**config.mk**
```make
export PLATFORM = sky130hd
export DESIGN_NAME = conv_window_generator
export DESIGN_NICKNAME = d
export VERILOG_FILES = /design/src/rtl/cnn_pkg.sv /design/src/rtl/shift_tap_chain.sv /design/src/rtl/conv_window_generator.sv
export SDC_FILE = /design/constraint.sdc
export NUM_CORES = 1
export LEC_CHECK = 0
export BUFFER_PORTS_ARGS = -buffer_cell sky130_fd_sc_hd__buf_2
export CAP_MARGIN = 20
export CELL_PAD_IN_SITES_DETAIL_PLACEMENT = 0
export CELL_PAD_IN_SITES_GLOBAL_PLACEMENT = 2
export CORE_UTILIZATION = 37
export DETAILED_ROUTE_END_ITERATION = 12
export GPL_TIMING_DRIVEN = 0
export HOLD_SLACK_MARGIN = 0.03
export PLACE_DENSITY = 0.8
export SLEW_MARGIN = 25
export SYNTH_ARGS = -nofsm -noshare
export SYNTH_HDL_FRONTEND = slang
export SYNTH_SLANG_ARGS = --single-unit
export TNS_END_PERCENT = 30
```
**constraint.sdc**
```tcl
create_clock -name clock -period 2.5 [get_ports clock]
set_input_delay 0.125 -clock clock [delete_from_list [all_inputs] [get_ports clock]]
set_output_delay 0.125 -clock clock [all_outputs]
set_load 0.02 [all_outputs]
```
**src/rtl/cnn_pkg.sv**
```systemverilog
`default_nettype none
// ============================================================================
// Module      : cnn_pkg
// Description : Shared helpers for the convolution window datapath: window
//               element indexing, history tap offsets and counter widths.
// Revision    : 1.0 - initial release
// ============================================================================
package cnn_pkg;

    // Bit width of a counter that spans 0..n-1, never narrower than one bit.
    function automatic int cnt_width(input int n);
        return (n > 1) ? $clog2(n) : 1;
    endfunction

    // Flat index of window element (r, c); r=0 is the top row, c=0 the left column.
    function automatic int idx(input int r, input int c, input int k);
        return r * k + c;
    endfunction

    // Number of accepts between window element (r, c) and the newest pixel.
    // The newest pixel sits at the bottom-right corner (offset 0).
    function automatic int tap_offset(input int r, input int c, input int k,
                                      input int row_size);
        return (k - 1 - r) * row_size + (k - 1 - c);
    endfunction

endpackage
`default_nettype wire

```
**src/rtl/shift_tap_chain.sv**
```systemverilog
`default_nettype none
// ============================================================================
// Module      : shift_tap_chain
// Description : Enable-gated pixel history shift register with synchronous
//               clear. Exposes DEPTH taps; tap 0 is the incoming pixel itself,
//               tap k is the pixel accepted k enables earlier.
// Revision    : 1.0 - initial release
// ============================================================================
module shift_tap_chain #(
    parameter int DATA_WIDTH = 8,
    parameter int DEPTH      = 13
) (
    input  logic                          clk,
    input  logic                          rst,
    input  logic                          i_en,
    input  logic [DATA_WIDTH-1:0]         i_data,
    output logic [DEPTH*DATA_WIDTH-1:0]   o_taps
);

    // Only DEPTH-1 pixels need storage: the newest tap is the live input.
    localparam int c_HIST_BITS = (DEPTH - 1) * DATA_WIDTH;

    logic [c_HIST_BITS-1:0] r_hist;

    // Shift the accepted pixel in at the low end; clear on reset.
    always_ff @(posedge clk) begin
        if (rst) begin
            r_hist <= '0;
        end else if (i_en) begin
            r_hist <= {r_hist[c_HIST_BITS-DATA_WIDTH-1:0], i_data};
        end
    end

    assign o_taps = {r_hist, i_data};

endmodule
`default_nettype wire

```
**src/rtl/conv_window_generator.sv**
```systemverilog
`default_nettype none
// ============================================================================
// Module      : conv_window_generator
// Description : Converts a raster-order pixel stream into KxK convolution
//               windows. Tracks row/column position with stride phase
//               counters, flags in-image windows and pulses frame_done with
//               the last accept of each frame.
// Revision    : 1.0 - initial release
// ============================================================================
module conv_window_generator
    import cnn_pkg::*;
#(
    parameter int KERNEL_SIZE = 3,
    parameter int DATA_WIDTH  = 8,
    parameter int ROW_SIZE    = 5,
    parameter int COL_SIZE    = 5,
    parameter int STRIDE      = 1
) (
    input  logic                                        clock,
    input  logic                                        sreset,
    input  logic                                        data_valid,
    input  logic [DATA_WIDTH-1:0]                       data_in,
    output logic [KERNEL_SIZE*KERNEL_SIZE*DATA_WIDTH-1:0] window_out,
    output logic                                        window_valid,
    output logic                                        frame_done
);

    localparam int c_DEPTH  = (KERNEL_SIZE - 1) * ROW_SIZE + KERNEL_SIZE;
    localparam int c_WIN_W  = KERNEL_SIZE * KERNEL_SIZE * DATA_WIDTH;
    localparam int c_COL_W  = cnt_width(ROW_SIZE);
    localparam int c_ROW_W  = cnt_width(COL_SIZE);
    localparam int c_PH_W   = cnt_width(STRIDE);

    localparam logic [c_COL_W-1:0] c_COL_LAST  = c_COL_W'(ROW_SIZE - 1);
    localparam logic [c_ROW_W-1:0] c_ROW_LAST  = c_ROW_W'(COL_SIZE - 1);
    localparam logic [c_COL_W-1:0] c_COL_FIRST = c_COL_W'(KERNEL_SIZE - 1);
    localparam logic [c_ROW_W-1:0] c_ROW_FIRST = c_ROW_W'(KERNEL_SIZE - 1);
    localparam logic [c_PH_W-1:0]  c_PH_LAST   = c_PH_W'(STRIDE - 1);
    localparam logic [c_PH_W-1:0]  c_PH_ONE    = c_PH_W'(1);

    logic [c_COL_W-1:0]       r_col;
    logic [c_ROW_W-1:0]       r_row;
    logic [c_PH_W-1:0]        r_col_ph;
    logic [c_PH_W-1:0]        r_row_ph;
    logic [c_WIN_W-1:0]       r_window;
    logic                     r_window_valid;
    logic                     r_frame_done;

    logic [c_DEPTH*DATA_WIDTH-1:0] w_taps;
    logic [c_WIN_W-1:0]            w_window_next;
    logic                          w_col_last;
    logic                          w_row_last;
    logic                          w_col_in;
    logic                          w_row_in;
    logic                          w_qualify;
    logic                          w_unused_taps;

    shift_tap_chain #(
        .DATA_WIDTH (DATA_WIDTH),
        .DEPTH      (c_DEPTH)
    ) u_chain (
        .clk    (clock),
        .rst    (sreset),
        .i_en   (data_valid),
        .i_data (data_in),
        .o_taps (w_taps)
    );

    // Route the KxK window positions out of the history chain.
    for (genvar r = 0; r < KERNEL_SIZE; r++) begin : g_row
        for (genvar c = 0; c < KERNEL_SIZE; c++) begin : g_col
            assign w_window_next[idx(r, c, KERNEL_SIZE)*DATA_WIDTH +: DATA_WIDTH] =
                w_taps[tap_offset(r, c, KERNEL_SIZE, ROW_SIZE)*DATA_WIDTH +: DATA_WIDTH];
        end
    end

    // Taps between the window rows are history only, never part of a window.
    assign w_unused_taps = ^w_taps;

    // Position decode for the pixel being accepted this cycle.
    always_comb begin
        w_col_last = (r_col == c_COL_LAST);
        w_row_last = (r_row == c_ROW_LAST);
        w_col_in   = (r_col >= c_COL_FIRST);
        w_row_in   = (r_row >= c_ROW_FIRST);
        // Columns below K-1 would pull pixels from the previous row, so a
        // window straddling the row wrap is never flagged.
        w_qualify  = w_col_in && w_row_in && (r_col_ph == '0) && (r_row_ph == '0);
    end

    // Raster position and stride phase counters; phases start counting once
    // their coordinate reaches the first full-window position.
    always_ff @(posedge clock) begin
        if (sreset) begin
            r_col    <= '0;
            r_row    <= '0;
            r_col_ph <= '0;
            r_row_ph <= '0;
        end else if (data_valid) begin
            if (w_col_last) begin
                r_col    <= '0;
                r_col_ph <= '0;
                if (w_row_last) begin
                    r_row    <= '0;
                    r_row_ph <= '0;
                end else begin
                    r_row <= r_row + c_ROW_W'(1);
                    if (w_row_in) begin
                        r_row_ph <= (r_row_ph == c_PH_LAST) ? '0 : r_row_ph + c_PH_ONE;
                    end
                end
            end else begin
                r_col <= r_col + c_COL_W'(1);
                if (w_col_in) begin
                    r_col_ph <= (r_col_ph == c_PH_LAST) ? '0 : r_col_ph + c_PH_ONE;
                end
            end
        end
    end

    // Output registers: the window updates on every accept, the flags pulse
    // only on the cycle after a qualifying or frame-ending accept.
    always_ff @(posedge clock) begin
        if (sreset) begin
            r_window       <= '0;
            r_window_valid <= 1'b0;
            r_frame_done   <= 1'b0;
        end else begin
            r_window_valid <= data_valid && w_qualify;
            r_frame_done   <= data_valid && w_col_last && w_row_last;
            if (data_valid) begin
                r_window <= w_window_next;
            end
        end
    end

    assign window_out   = r_window;
    assign window_valid = r_window_valid;
    assign frame_done   = r_frame_done;

endmodule
`default_nettype wire
```
# [After elaboration in Yosys (flattened, before gate mapping)]
# Cells that the tools add are included.
# W data, S select, Z words.
[classes] n_reduce_logical=11 eq_ne=2 n_mux=8 n_addsub=4 n_bitwise=2 order_cmp=2
[ops] op="$add A3 B1 Y3 const B" n=2
[ops] op="$eq A3 B3 Y1 const B" n=2
[ops] op="$ge A3 B2 Y1 const B" n=2
[ops] op="$logic_and A1 B1 Y1" n=6
[ops] op="$mux W1" n=6
[ops] op="$mux W3" n=2
[ops] op="$reduce_and A2 Y1" n=2
[ops] op="$reduce_bool A2 Y1" n=2
[ops] op="$reduce_and A3 Y1" n=1
[ops] op="$add A1 B1 Y1 const B" n=2
[ops] op="$not A1 Y1" n=2
[totals] elab_cells=37 out_inout_bits=74 input_bits=11 register_bits=178

# [Logic depth before layout (Yosys ltp)]
[depth] ltp_word=5 mapped_depth=5 depth_no_buf=5

# [Hierarchy]
# From an unflattened synthesis, not the netlist that was laid out.
[hier_totals] cells_unflattened=594 hier_area_um2=6418.7
[by_module_without_submodules] module="shift_tap_chain" area_each_um2=3489.6 n_inst=1 cells_each=318 seq_area_each_um2=1921.8
[by_module_without_submodules] module="conv_window_generator" area_each_um2=2929.1 n_inst=1 cells_each=276 seq_area_each_um2=1601.5

# [Worst setup path after synthesis]
# Ideal clock, no wire load.
[synth_path] path_type="register -> register" start="register r_col[0]" end="register r_row[2]" n_path_buf=0 slack_ns=1.360 synth_period_minus_slack_ns=1.140 t_arrival_ns=1.009 setup_time_ns=0.132 required_ns=2.368 stages_incl_launch_ff=6 path_cell_list="dfxtp_1 inv_1 ha_1 and3_2 a21oi_1 nor3_1"
[synth_between] elab_chain_cells=2
[synth_lines] item="start: declaration" line_no="conv_window_generator.sv:41" text="logic [c_COL_W-1:0] r_col;"
[synth_lines] item="start signal: assignment" line_no="conv_window_generator.sv:113" text="r_col <= r_col + c_COL_W'(1);"
[synth_lines] item="$eq A3 B3 Y1" line_no="conv_window_generator.sv:82" text="w_col_last = (r_col == c_COL_LAST);"
[synth_lines] item="$reduce_and A2 Y1 (no source line)"
[synth_lines] item="end signal: assignment" line_no="conv_window_generator.sv:107" text="r_row <= r_row + c_ROW_W'(1);"
[synth_lines] item="end: declaration" line_no="conv_window_generator.sv:42" text="logic [c_ROW_W-1:0] r_row;"
# Every way passes these cells.
# A chain may end at the register's enable or synchronous reset.

# [Worst setup path in the final report]
# Ends and elaborated chain as after synthesis.

==> summary.txt <==
Outcome
  • Status: completed

Worst setup path
  • R2R depth: 5
  • Worst reg2reg startpoint: r_col[0]$_SDFFE_PP0P_
  • Crit Reg-Reg Endpoint: r_row[2]$_SDFFE_PP0P_
  • Crit. Startpoint: r_col[0]$_SDFFE_PP0P_
  • Crit path kind: reg -> reg
  • CP Launch Type: flop
  • Arr. time, crit path: 1450 ps
  • Worst-path maximum fanout: 5
  • Element type at the critical path end: flop
  • WP data required: approximately 2700 ps
  • Reg2reg setup slack: about 1300 ps

Synthesis
  • Biggest area consumer among synthesized cells: dfxtp_1
  • Mux share of post-synthesis cell area: 22.86%
  • Synth Instances: 442
  • Count of cell types in the netlist: 21
  • Sequential share of the synthesized area: between 40% and 50%
  • Simple-gate area share of the yosys netlist: 10.34%
  • Synthesized area per cell: 10.40 sq um
  • Syn_nets: 458
  • Compound-Gate Fraction of Synth Area: 0.6531%
  • Xor/xnor share of the synthesized area: 0.1905%
  • Synthesis warning total: 0
  • Mapped Area: 0.004598 sq mm
  • Top cells by area, synth: dfxtp_1 (49%), mux2i_1 (23%), buf_4 (10%)
  • Adder-Cell Fraction of Synth Area: about 1.4%
  • Combinational family with the most area after synthesis: multiplexers
  • Share of the synthesized area in the top cell type: 48.76%
  • Synth Register Bits: around 110

Detailed routing
  • Uppermost layer routed: met4
  • Vias per Instance: 4.258
  • DR iter-0 viols: 82
  • Met2 wire length: about 4200 um
  • Post-DRT Antenna Nets: 0
  • Routed WL: 9551 um
  • 1st-pass router iterations: 4
  • Vias: 3,053
  • Routed len/inst: 13.32 um
  • DRT met1 WL: 4885 um
  • DR WL met3: 346 um
  • Residual DRC: 0

STA
  • Setup total negative slack: 0 ps
  • Final Hold Fails: 0
  • Setup violators final: 0
  • Hold_ws: ~110 ps
  • Minimum clock period: around 1200 ps
  • RSZ-0062 raised after global routing: false
  • Clk_skew: 7.922 ps
  • Worst Tran Pin Value: about 720 ps
  • Final slew viol count: 0
  • Slew Limit Headroom: between 50% and 60%
  • Part of the cycle the worst path needs: 49.20%
  • F_max: 0.8129 GHz

Cells and area
  • N_diodes: 0
  • Post-route insts no fill: a little over 700
  • Final nets: 560
  • Fillers: between 1k and 1.5k
  • Commonest non-fill, non-tap cells in the layout: dfxtp_1 (112), nor2_1 (106), mux2i_1 (105)
  • Layout cells sized above 1: 32.24%
  • Commonest non-fill, non-tap cell in the layout: dfxtp_1
  • Synth-to-Final Area Change: 22.97%
  • Final instance area: 0.005654 sq mm

Pwr
  • Tot Pwr: 0.003722 W
  • Pwr Density: about 660 mW/mm^2
  • Max IR drop VDD: 0.0003081 V
  • Leak pwr: 2.839 nW

Floorplan
  • I/O pins: 85
  • Die Y: 113.5 um
  • Core area: 0.01206 sq mm
  • Die area: 0.01288 sq mm
  • Initial cell density of the core: between 30% and 40%
  • Die width: approximately 110 um
  • Row count: 40

GRT
  • Antenna violations before repair: 0
  • Largest net degree at the start of global routing: 20
  • First-pass GRT wire length: ~15,000 um
  • GRT Residual Overflow: 0
  • Gr usage total: 15.44%
  • Vias in the first global route: 2,736

Clock network
  • Root buffer cell: clkbuf_16
  • Post-CTS Resized: 0
  • CTS clk-pin slew, worst paths: about 70 ps
  • Clock Sinks: 112
  • Clk_lat worst skew: ~340 ps
  • TritonCTS clock tree: yes
  • CTS Buffer Depth: 2
  • TritonCTS buffer count: 9
  • H-tree depth: 3

Placement
  • Final RePlAce weighted congestion: just over 0.7
  • Dpl cells: 693
  • DP Area: 0.005224 sq mm
  • IO buf count: 83
  • Post-DP HPWL: 6794 um

Run
  • Max Cap Viol: 0

Min path
  • Hold path depth: 2
  • Hold Crit Class: in -> reg
  • HP Start: sreset
  • Worst hold path endpoint: r_col[0]$_SDFFE_PP0P_
[how the worst max path moves through the flow]
stage,to,slack (ps),depth (start not counted)
finish,r_row[2]$_SDFFE_PP0P_,1270,5
CTS,r_row[2]$_SDFFE_PP0P_,1270,5
floorplan,r_row[2]$_SDFFE_PP0P_,1360,5
detailed placement,r_row[2]$_SDFFE_PP0P_,1270,5
global route,r_row[2]$_SDFFE_PP0P_,1160,5
global placement,r_row[2]$_SDFFE_PP0P_,1280,5
[repair_timing]
item,CTS,global route
endpoints found under the hold margin,8,0
setup endpoints to repair,0,0
setup buffers,0,0
hold buffers,8,0
[state kept, by name, summed over array words and instances, names as in the netlist]
register and flops:
r_row 3, r_col 3, window_valid 1, u_chain.r_hist 91, window_out 13, frame_done 1
[critical path, stage by stage, from the launching register on]
cell     delay [ps]
dfxtp_1         380
inv_1            60
ha_1            210
and3_2          260
a21oi_1         150
nor3_1           60
[layout make-up]
type	count	area (sq um)	area share, %
plain buffers	88	713.2	12.61
clock buffers	9	225.2	3.983
clock inverters	7	125.1	2.213
inverters	4	15.01	0.2655
multi-input cells	238	1628	28.79
flip-flops and latches	112	2242	39.65
well taps	168	210.2	3.718
repair buffers	91	495.5	8.763
[through the flow]
step / utilization, % / worst slack [ps]
after CTS: 46.88 / 1265
final: 46.88 / 1270
after floorplan: - / 1360
after detailed placement: 43.31 / 1270
after global placement: 43.31 / 1281
after global routing: 46.88 / 1160
[Yosys cell counts]
library cell  instances
clkbuf_1              6
buf_8                 9
nor3_1                5
a21oi_1               4
nor4b_1               1
nand2_1               5
ha_1                  5
mux2i_1             105
buf_6                 1
buf_4                64
buf_1                 5
nand3_1               2
o21ai_0               2
xnor2_1               1
and3_2                1
dfxtp_1             112
inv_1                 4
nand3b_1              1
buf_2                 1
buf_12                2
nor2_1              106
[cells by family (layout without fill, tap and decap cells)]
group,after synthesis,in the layout
multiplexers,105,105
buffers and inverters,92,199
XOR/XNOR,1,1
AO/OA/AOI/OAI,6,6
AND/OR/NAND/NOR,121,121
flip-flops,112,112
adder cells (fa/ha/maj),5,5
[layer usage]
metal / global-route usage (%) / vias up
li1: - / 1580
met3: 3.348 / 11
met5: 0 / -
met4: 5.789 / 0
met2: 23.62 / 62
met1: 21.30 / 1400
[report_power, final]
part | switching (W) | internal [W] | total (W)
logic | 0.000138 | 0.000119 | 0.000256
registers | 0.0000173 | 0.00180 | 0.00182
clock network | 0.000656 | 0.000990 | 0.00165
(Power assumes the default switching activity.)
